`config.mk`:
```
export PLATFORM = sky130hd
export DESIGN_NAME = reset_sequencer
export DESIGN_NICKNAME = d
export VERILOG_FILES = /design/src/rtl/reset_sequencer.sv
export SDC_FILE = /design/constraint.sdc
export NUM_CORES = 1
export LEC_CHECK = 0
export CELL_PAD_IN_SITES_DETAIL_PLACEMENT = 2
export CELL_PAD_IN_SITES_GLOBAL_PLACEMENT = 2
export CORE_MARGIN = 1.5
export CORE_UTILIZATION = 37
export CTS_CLUSTER_DIAMETER = 60
export DETAILED_ROUTE_END_ITERATION = 8
export GPL_ROUTABILITY_DRIVEN = 0
export MAX_ROUTING_LAYER = met4
export PLACE_DENSITY_LB_ADDON = 0.2
export RECOVER_POWER = 25
export SYNTH_ARGS = -nofsm -noshare
export SYNTH_HDL_FRONTEND = slang
export SYNTH_SLANG_ARGS = --single-unit
```
`constraint.sdc`:
```
create_clock -name clk -period 4.8 [get_ports clk]
set_input_delay 0.48 -clock clk [delete_from_list [all_inputs] [get_ports clk]]
set_output_delay 0.48 -clock clk [all_outputs]
set_load 0.01 [all_outputs]
```
`src/rtl/reset_sequencer.sv`:
```
// Power-up reset sequencer: releases SDRAM, then camera, then enables display after a settle time.
// Optional macro RST_SEQ_RETRY_EN turns a sticky ERROR into a bounded retry loop (3 retries, 4th error sticky).
module reset_sequencer #(
  parameter int TIMEOUT_CYC = 1000000,
  parameter int SETTLE_CYC  = 1000,
  parameter int CNT_W       = 20
) (
  input  logic       clk,
  input  logic       rst,
  input  logic       sys_rst_n,
  input  logic       sdram_init_done,
  input  logic       cam_cfg_done,
  output logic       sdram_rst_n,
  output logic       cam_rst_n,
  output logic       vga_en,
  output logic       ready,
  output logic       timeout_err,
  output logic [2:0] seq_state
);

  typedef enum logic [2:0] {
    IDLE      = 3'd0,
    SDRAM_REL = 3'd1,
    CAM_REL   = 3'd2,
    SETTLE    = 3'd3,
    RUN       = 3'd4,
    ERROR     = 3'd5
  } state_t;

  localparam logic [CNT_W-1:0] TO_LAST = CNT_W'(TIMEOUT_CYC - 1);
  localparam logic [CNT_W-1:0] ST_LAST = CNT_W'(SETTLE_CYC - 1);
  localparam logic [CNT_W-1:0] CNT_ONE = CNT_W'(1);
`ifdef RST_SEQ_RETRY_EN
  localparam logic [CNT_W-1:0] ERR_LAST = CNT_W'(15);
  logic [1:0] r_retry;
  logic       r_sticky;
`endif

  logic             r_sync1;
  logic             r_sync2;
  logic             w_s_rel;
  state_t           r_state;
  state_t           w_next;
  logic [CNT_W-1:0] r_timer;
  logic             r_sdram_rst_n;
  logic             r_cam_rst_n;
  logic             r_run;
  logic             r_err;

  assign w_s_rel = r_sync2;

  always_comb begin
    w_next = r_state;
    case (r_state)
      IDLE:      if (w_s_rel) w_next = SDRAM_REL;
      SDRAM_REL: begin
        // A done arriving on the last timeout cycle still counts as success.
        if (sdram_init_done)         w_next = CAM_REL;
        else if (r_timer == TO_LAST) w_next = ERROR;
      end
      CAM_REL: begin
        if (cam_cfg_done)            w_next = SETTLE;
        else if (r_timer == TO_LAST) w_next = ERROR;
      end
      SETTLE:    if (r_timer == ST_LAST) w_next = RUN;
      RUN:       w_next = RUN;
      ERROR: begin
`ifdef RST_SEQ_RETRY_EN
        if (!r_sticky && r_timer == ERR_LAST) w_next = IDLE;
        else                                   w_next = ERROR;
`else
        w_next = ERROR;
`endif
      end
      default:   w_next = IDLE;
    endcase
    if (!w_s_rel && r_state != IDLE) w_next = IDLE;
  end

  // Outputs are registered from the next state so they always match seq_state.
  always_ff @(posedge clk) begin
    if (rst) begin
      r_sync1       <= 1'b0;
      r_sync2       <= 1'b0;
      r_state       <= IDLE;
      r_timer       <= '0;
      r_sdram_rst_n <= 1'b0;
      r_cam_rst_n   <= 1'b0;
      r_run         <= 1'b0;
      r_err         <= 1'b0;
`ifdef RST_SEQ_RETRY_EN
      r_retry       <= 2'd0;
      r_sticky      <= 1'b0;
`endif
    end else begin
      r_sync1 <= sys_rst_n;
      r_sync2 <= r_sync1;
      r_state <= w_next;
      if (w_next != r_state)  r_timer <= '0;
      else if (r_timer != '1) r_timer <= r_timer + CNT_ONE;
      r_sdram_rst_n <= (w_next inside {SDRAM_REL, CAM_REL, SETTLE, RUN});
      r_cam_rst_n   <= (w_next inside {CAM_REL, SETTLE, RUN});
      r_run         <= (w_next == RUN);
      r_err         <= (w_next == ERROR);
`ifdef RST_SEQ_RETRY_EN
      if (w_next == RUN && r_state != RUN) begin
        r_retry  <= 2'd0;
        r_sticky <= 1'b0;
      end else if (w_next == ERROR && r_state != ERROR) begin
        if (r_retry == 2'd3) r_sticky <= 1'b1;
        else                 r_retry  <= r_retry + 2'd1;
      end
`endif
    end
  end

  assign sdram_rst_n = r_sdram_rst_n;
  assign cam_rst_n   = r_cam_rst_n;
  assign vga_en      = r_run;
  assign ready       = r_run;
  assign timeout_err = r_err;
  assign seq_state   = r_state;

endmodule

```
After elaboration in Yosys (flattened, before gate mapping)

Cells that the tools add are included.

Register bits: 29
Bits of input ports: 5

Multiplexer cells: 7
Equal/unequal tests: 14
Reductions and logical operators: 7
Add/subtract/negate cells: 1

Operators by type and width:

| cell                  | count |
|---|---|
| $add 20x1->20 const B | 1 |
| $eq 20x10->1 const B  | 1 |
| $eq 20x20->1 const B  | 1 |
| $ne 20x20->1 const B  | 1 |
| $mux 3                | 6 |
| $pmux 3 s6            | 1 |
| $eq 3x2->1 const B    | 4 |
| $eq 3x3->1 const B    | 4 |
| $eq 3x1->1 const B    | 2 |
| $reduce_bool 3->1     | 2 |
| $reduce_bool 4->1     | 1 |
| $logic_not 3->1       | 1 |
| $ne 3x3->1            | 1 |
| $reduce_or 2->1       | 1 |
| $logic_and 1x1->1     | 1 |
| $logic_not 1->1       | 1 |

Depth between registers and ports, before layout

Gate-level depths: netlist of the first run.

Word-level depth: 7
Gate-level depth with buffers: 8
Gate-level depth less buffers: 7

Worst setup path after synthesis of the first run

OpenSTA, ideal clock, no wires.

Path kind: reg-to-reg
From: register r_timer[1]
To: register r_timer[3]
Path slack: 2.554 ns
Required time: 4.683 ns
Arrival time: 2.129 ns
Stages on the path, launching flop included: 8
Setup time: 0.117 ns
Buffers on the path: 0
Cells stage by stage: dfxtp_1 ha_1 nand3_1 nor4_1 nand4_1 nand4_1 xor2_1 nor2_1

Word-level cells in the longest chain between the ends: 7
Elaborated cells between the ends (all ways): 12
Those cells by class: add/sub (1); eq/ne (4); mux (6); reduce/logical (1)

Ends and longest elaborated chain:

| item                             | RTL line | RTL |
|---|---|---|
| start, declared                  | 44       | `logic [CNT_W-1:0] r_timer;` |
| start signal, assigned           | 100      | `else if (r_timer != '1) r_timer <= r_timer + CNT_ONE;` |
| $eq 20x20->1                     | 59, 63   |  |
| $mux 3                           | 59, 63   |  |
| $mux 3 (on tied branches)        | 62, 58   |  |
| $pmux 3 s6                       | 54       | `case (r_state)` |
| $mux 3                           | 77       | `if (!w_s_rel && r_state != IDLE) w_next = IDLE;` |
| $ne 3x3->1                       | 99       | `if (w_next != r_state) r_timer <= '0;` |
| $reduce_or 2->1 (no source line) | --       |  |

Parallel ways exist; a longest one is shown, timed or not.
A chain may end at the register's enable or synchronous reset.

Final worst setup path of the first run

From: register r_timer[0]
To: register r_timer[18]

The elaborated chain is that of the path after synthesis.

==> results.py, run 1 <==
metrics = {
    "outcome": {
        "run_status": "completed",
    },
    "pwr": {
        "ir_drop_mv": 0.146,
        "p_leak_uw": 0.000593,
        "power.switching_uw": 120,
        "swShare_pct": 25.4,
        "p_int_uw": 355,
        "clkPwrFrac_pct": 42.0,
        "p_comb_share_pct": 5.4,
        "powerDensity_nw_per_um2": 268,
        "finalPower_uw": 475,
        "seq_power_share_pct": 52.6,
    },
    "setup_path": {
        "rrSetupSlack_ns": 1.84,
        "crit_path_top_delay_cell": "o221ai_2",
        "required_ns": 4.92,
        "cp.arrival_ns": 3.08,
        "slowest_delay_ns": 0.80,
        "worstReg2RegStart": "r_timer[0]",
        "start_kind": "register",
        "criticalPathCategory": "reg2reg",
        "rr_worst_depth": 7,
        "end_kind": "register",
        "crit_family": "simple AND/OR/NAND/NOR gates",
        "worstPathCellList": "ha_1, nand3_1, nor4_4, a31oi_1, and2_1, o221ai_2, nor2_1",
        "worst-path-max-fanout": 20,
        "rr_endpoint": "r_timer[18]",
        "cp_num_buf_inv": 0,
    },
    "layout": {
        "nNetsFinal": 196,
        "areaGrowthSynthToFinish_pct": 14.3,
        "final_cell_mix": "29 x dfxtp_1, 28 x nor2_1, 10 x nand3_1, 9 x nand4_1, 8 x dlygate4sd3_1",
        "layout-drive-gt1-share_pct": 11.5,
        "final_common_cell": "dfxtp_1",
        "stdcell_area_sq_um": 1770,
        "num_antenna_cells": 0,
    },
    "synth": {
        "synth_edf_count": 0,
        "ys_types": 47,
        "synth_nets": 186,
        "ys_seq_elements": 29,
        "yosysWarnings": 0,
        "synthArstFlopShare_pct": 0,
        "synth_flop_cell": "dfxtp_1",
        "postSynthCellCount": 180,
        "avgSynthCellArea_sq_um": 8.61,
        "synth_top_area_cell": "dfxtp_1",
        "synthTopCellsByArea": "dfxtp_1 37%, nor2_1 6.8%, xnor2_1 4.0%",
        "synth_top_area_share_pct": 37.5,
        "yosysSeqAreaShare_pct": 37.5,
        "syn-cell-area_sq_um": 1550,
    },
    "drt": {
        "first_iter_violations": 52,
        "wl_per_cell_um": 17.6,
        "viasPerCell": 5.66,
        "drtPass1Iterations": 4,
        "ant_nets": 0,
        "drc": 0,
        "vias": 1363,
        "routed_wl_um": 4240,
    },
    "sta": {
        "fin_setup_tns_ns": 0,
        "period_minus_slack_ns": 2.96,
        "grt_setup_unrepaired": "false",
        "min_period_over_period_pct": 61.7,
        "slew_headroom_pct": 29.5,
        "skew_ns": 0.00378,
        "setup_viol": 0,
        "finalHoldViolations": 0,
        "fmax_mhz": 338,
        "tightest_slew_ns": 1.06,
        "final_max_slew_viol_count": 0,
    },
    "clocking": {
        "clk-insertion-delay-late_ns": 0.28,
        "holdBufCountCts": 0,
        "cts_max_level": 2,
        "tritoncts": "done",
        "cts.sinks": 29,
        "root_buffer": "clkbuf_8",
        "numCtsBuffers": 5,
        "post_cts_resized": 0,
        "cts_setup_buffers": 0,
        "cts_buffer_depth": 2,
        "cts.clk_slew.worst_paths_ns": 0.07,
    },
    "placement": {
        "post_dp_cell_area_sq_um": 1680,
        "io_buffers": 12,
        "dp_hpwl_um": 3050,
    },
    "worst_hold_path": {
        "hold_path.class": "reg2reg",
        "holdPathStages": 1,
        "hp-start": "r_sync1",
        "hold_end": "r_sync2",
    },
    "floorplanning": {
        "die_area_sq_um": 4580,
        "io_pins": 13,
        "die_h_um": 67.7,
        "die_w_um": 67.7,
        "rows": 23,
        "start_util_pct": 38.7,
        "core_sq_um": 4000,
    },
    "global_routing": {
        "grt_pass1_wl_um": 7060,
        "grt.total_usage_pct": 21.6,
        "grt_max_degree": 21,
        "antenna_found_initial": 0,
        "grt_pass1_vias": 1457,
        "overflow": 0,
    },
    "run": {
        "maxCapViolCount": 0,
    },
}
[flip-flops by register name, indices dropped and copies added (netlist names)]
signal,count
r_timer,20
seq_state,3
cam_rst_n,1
r_sync1,1
r_sync2,1
ready,1
sdram_rst_n,1
timeout_err,1
[cells in the mapped netlist, types with 2 or more instances]
cell type	count
xnor2_1	7
nor2_1	28
a21o_1	2
a31oi_1	4
and2_1	2
inv_1	2
nor4b_1	4
dfxtp_1	29
nand4_1	9
nand3_1	10
a21oi_1	7
clkbuf_1	5
nor3_1	6
or2_2	3
nor3_2	2
and3_1	4
nor4_1	4
xor2_1	7
nand2_1	7
nand2b_1	6
nor2b_1	4
buf_2	2
and4_1	2
[final cells by class]
class                           count  area (sq um)
Clock inverter                      3          17.5
Multi-Input combinational cell    140           913
Clock buffer                        5          68.8
Sequential cell                    29           581
Tap cell                           50          62.6
Timing Repair Buffer               12           120
Fill cell                         475          2230
Inverter                            2          7.51
[cells by family after synthesis]
kind of cell / count (synthesis) / share of synthesized area, %
flops: 29 / 37.5
compound gates: 23 / 11.1
mux: 1 / 0.646
fa+ha+maj: 1 / 0.808
xor+xnor: 14 / 7.92
simple gates: 101 / 38.4
buf+inv: 11 / 3.55
[worst register-to-register path: cells and delay by family (launching register included)]
kind,cells,cell delay [ns]
simple gates,4,1.02
compound gates,2,1.00
flops,1,0.48
fa+ha+maj,1,0.30
[through the flow]
step	setup WS, ns	instances	hold WS [ns]	util (%)
6_report	1.84	241	0.459	44.3
5_1_grt	1.56	241	0.482	44.3
4_1_cts	1.79	241	0.468	44.3
3_5_place_dp	1.90	233	0.456	42.1
3_3_place_gp	2.04	233	0.435	42.1
2_1_floorplan	2.55	180	0.414	-
[power by group through the flow]
stage                     Combinational [uW]  Clock [uW]  Sequential (uW)
after floorplan                         19.3           0              252
after global placement                  24.7           0              255
after detailed placement                26.1           0              255
after CTS                               26.5         209              250
after global routing                    28.5         220              250
final                                   25.8         200              250
[worst max path at each step]
stage          slack, ns     endpoint  cells past startpoint        from
6_report            1.84  r_timer[18]                      7  r_timer[0]
5_1_grt             1.56  r_timer[18]                      7  r_timer[1]
4_1_cts             1.79  r_timer[18]                      7  r_timer[0]
3_5_place_dp        1.90  r_timer[18]                      7  r_timer[0]
3_3_place_gp        2.04  r_timer[19]                      7  r_timer[0]
2_1_floorplan       2.55   r_timer[3]                      7  r_timer[1]
[metal layers]
metal / share of wire (%) / vias to the layer above / global-route usage (%) / routed length (um)
li1: - / 670 / - / -
met1: 44 / 668 / 24.0 / 1880
met2: 52 / 21 / 38.0 / 2210
met3: 2.8 / 4 / 5.50 / 117
met4: 0.73 / 0 / 6.12 / 31
met5: 0 / - / - / 0
Power figures use the tool's default switching activity.
==> run 2, diff against run 1 <==
--- a/config.mk
+++ b/config.mk
@@ -8,7 +8,7 @@
 export CELL_PAD_IN_SITES_DETAIL_PLACEMENT = 2
 export CELL_PAD_IN_SITES_GLOBAL_PLACEMENT = 2
 export CORE_MARGIN = 1.5
-export CORE_UTILIZATION = 37
+export CORE_UTILIZATION = 31
 export CTS_CLUSTER_DIAMETER = 60
 export DETAILED_ROUTE_END_ITERATION = 8
 export GPL_ROUTABILITY_DRIVEN = 0
==> constraint.sdc (replaced) <==
create_clock -name clk -period 2.4 [get_ports clk]
set_input_delay 0.24 -clock clk [delete_from_list [all_inputs] [get_ports clk]]
set_output_delay 0.24 -clock clk [all_outputs]
set_load 0.01 [all_outputs]
==> results.py, run 2 (synthesized netlist as in run 1, its figures left out) <==
metrics = {
    "worst_hold_path": {
        "hold_path.class": "reg2reg",
    },
    "drt": {
        "routed_wl_um": 4520,
        "drtPass1Iterations": 4,
        "wl_met2_um": 2320,
        "drc": 0,
        "wl_met3_um": 103,
        "m1WireLength_um": 2030,
        "ant_nets": 0,
        "wl_per_cell_um": 16.7,
        "first_iter_violations": 49,
        "top_layer": "met4",
        "vias": 1415,
        "viasPerCell": 5.22,
    },
    "setup_path": {
        "worstPathCellList": "or4b_4, nor4_4, a31oi_2, a311oi_2, o221ai_2, buf_4, nor3_2",
        "crit_family": "simple AND/OR/NAND/NOR gates",
        "rr_endpoint": "r_timer[14]",
        "slowest_delay_ns": 0.56,
        "rrSetupSlack_ns": 0.09,
        "worst-path-max-fanout": 6,
        "start_kind": "register",
        "worstReg2RegStart": "r_timer[3]",
        "cp-startpoint": "r_timer[3]",
        "criticalPathCategory": "reg2reg",
        "cp.arrival_ns": 2.51,
        "crit_end": "r_timer[14]",
        "required_ns": 2.60,
        "end_kind": "register",
        "rr_worst_depth": 7,
        "worst-path-stages": 7,
        "cp_num_buf_inv": 1,
        "crit_path_top_delay_cell": "or4b_4",
    },
    "sta": {
        "grt_setup_unrepaired": "false",
        "fin_setup_tns_ns": 0,
        "slew_headroom_pct": 66.5,
        "tightest_slew_ns": 0.498,
        "finalHoldViolations": 0,
        "final_max_slew_viol_count": 0,
        "final.setup.worst_slack_ns": 0.0922,
        "min_period_over_period_pct": 96.2,
        "setup_viol": 0,
        "fmax_mhz": 433,
        "period_minus_slack_ns": 2.31,
        "skew_ns": 0.00665,
    },
    "floorplanning": {
        "die_w_um": 73.7,
        "io_pins": 13,
        "rows": 25,
        "start_util_pct": 32.6,
        "die_area_sq_um": 5430,
        "core_sq_um": 4750,
        "die_h_um": 73.7,
    },
    "global_routing": {
        "grt_pass1_wl_um": 7510,
        "grt_max_degree": 15,
        "overflow": 0,
        "grt.total_usage_pct": 19.0,
        "antenna_found_initial": 0,
        "grt_pass1_vias": 1536,
    },
    "pwr": {
        "p_int_uw": 778,
        "power.switching_uw": 239,
        "ir_drop_mv": 0.243,
        "powerDensity_nw_per_um2": 529,
        "clkPwrFrac_pct": 44.6,
        "p_comb_share_pct": 7.0,
        "seq_power_share_pct": 48.5,
        "swShare_pct": 23.5,
        "p_leak_uw": 0.000667,
    },
    "clocking": {
        "cts.clk_slew.worst_paths_ns": 0.07,
        "tritoncts": "done",
        "clk-insertion-delay-late_ns": 0.28,
        "numCtsBuffers": 5,
        "cts_buffer_depth": 2,
        "cts_max_level": 2,
        "cts.sinks": 29,
        "root_buffer": "clkbuf_8",
    },
    "layout": {
        "final_cell_mix": "29 x dfxtp_1, 28 x nor2_1, 13 x buf_4, 9 x nand4_1, 9 x nand3_1",
        "final_common_cell": "dfxtp_1",
        "max_flop_register": "r_timer",
        "largest_reg_flops": 20,
        "final_util_pct": 40.5,
        "nNetsFinal": 209,
        "num_antenna_cells": 0,
        "areaGrowthSynthToFinish_pct": 24.2,
        "layout-drive-gt1-share_pct": 18.1,
    },
    "placement": {
        "dpl_worst_slack_ns": 0.0561,
        "dp_hpwl_um": 3360,
        "io_buffers": 12,
    },
    "run": {
        "maxCapViolCount": 0,
    },
    "outcome": {
        "run_status": "completed",
    },
}
## run 2: changes by cell type in the layout (fill, tap and decap cells not counted)
| cell | change |
|---|---|
| a31oi_1 | -1 |
| a31oi_2 | +1 |
| buf_4 | +13 |
| clkbuf_8 | +2 |
| clkinv_2 | -1 |
| clkinvlp_4 | -1 |
| nand3_1 | -1 |
| nand3_2 | +1 |
| nor4_2 | -1 |
| nor4_4 | +1 |
## run 2: through the flow
| stage | area [sq um] | hold WS, ns | instances | total power, uW |
|---|---|---|---|---|
| 3_3_place_gp | 1790 | 0.446 | 261 | 570 |
| 6_report | 1920 | 0.439 | 271 | 1020 |
| 5_1_grt | 1920 | 0.468 | 271 | 1060 |
| 2_1_floorplan | 1550 | 0.309 | 180 | 543 |
| 3_5_place_dp | 1790 | 0.438 | 261 | 576 |
| 4_1_cts | 1890 | 0.457 | 269 | 1030 |
## run 2: final cells by class
type	count	area (sq um)
clock buffer	7	96.3
clock inverter	1	5.00
fill	544	2830
inverter	2	7.51
multi-input combinational	140	933
sequential	29	581
tap	67	83.8
timing repair buffer	25	218
## run 2: worst min-delay path by stage
stage	start	end	slack [ns]	cells after the start
floorplan	rst	sdram_rst_n	0.31	1
global placement	r_sync1	r_sync2	0.45	1
detailed placement	r_sync1	r_sync2	0.44	1
CTS	r_sync1	r_sync2	0.46	1
global route	r_sync1	r_sync2	0.47	1
finish	r_sync1	r_sync2	0.44	1
## run 2: power groups by stage
| stage | clock (uW) | sequential, uW | combinational, uW |
|---|---|---|---|
| 2_1_floorplan | 0 | 505 | 38.5 |
| 3_3_place_gp | 0 | 503 | 67.3 |
| 3_5_place_dp | 0 | 504 | 71.8 |
| 4_1_cts | 469 | 493 | 72.1 |
| 5_1_grt | 491 | 493 | 78.0 |
| 6_report | 453 | 493 | 70.8 |
## run 2: what timing repair did
action                                  4_1_cts  5_1_grt
hold buffers                                  0        0
setup buffers                                 0        2
gates resized for setup                       0        3
endpoints found under the setup margin        0       19
## run 2: layer usage
| layer | track usage (%) | vias to the layer above |
|---|---|---|
| li1 | - | 696 |
| met1 | 21.3 | 697 |
| met2 | 33.2 | 15 |
| met3 | 3.84 | 7 |
| met4 | 6.58 | 0 |
| met5 | - | - |
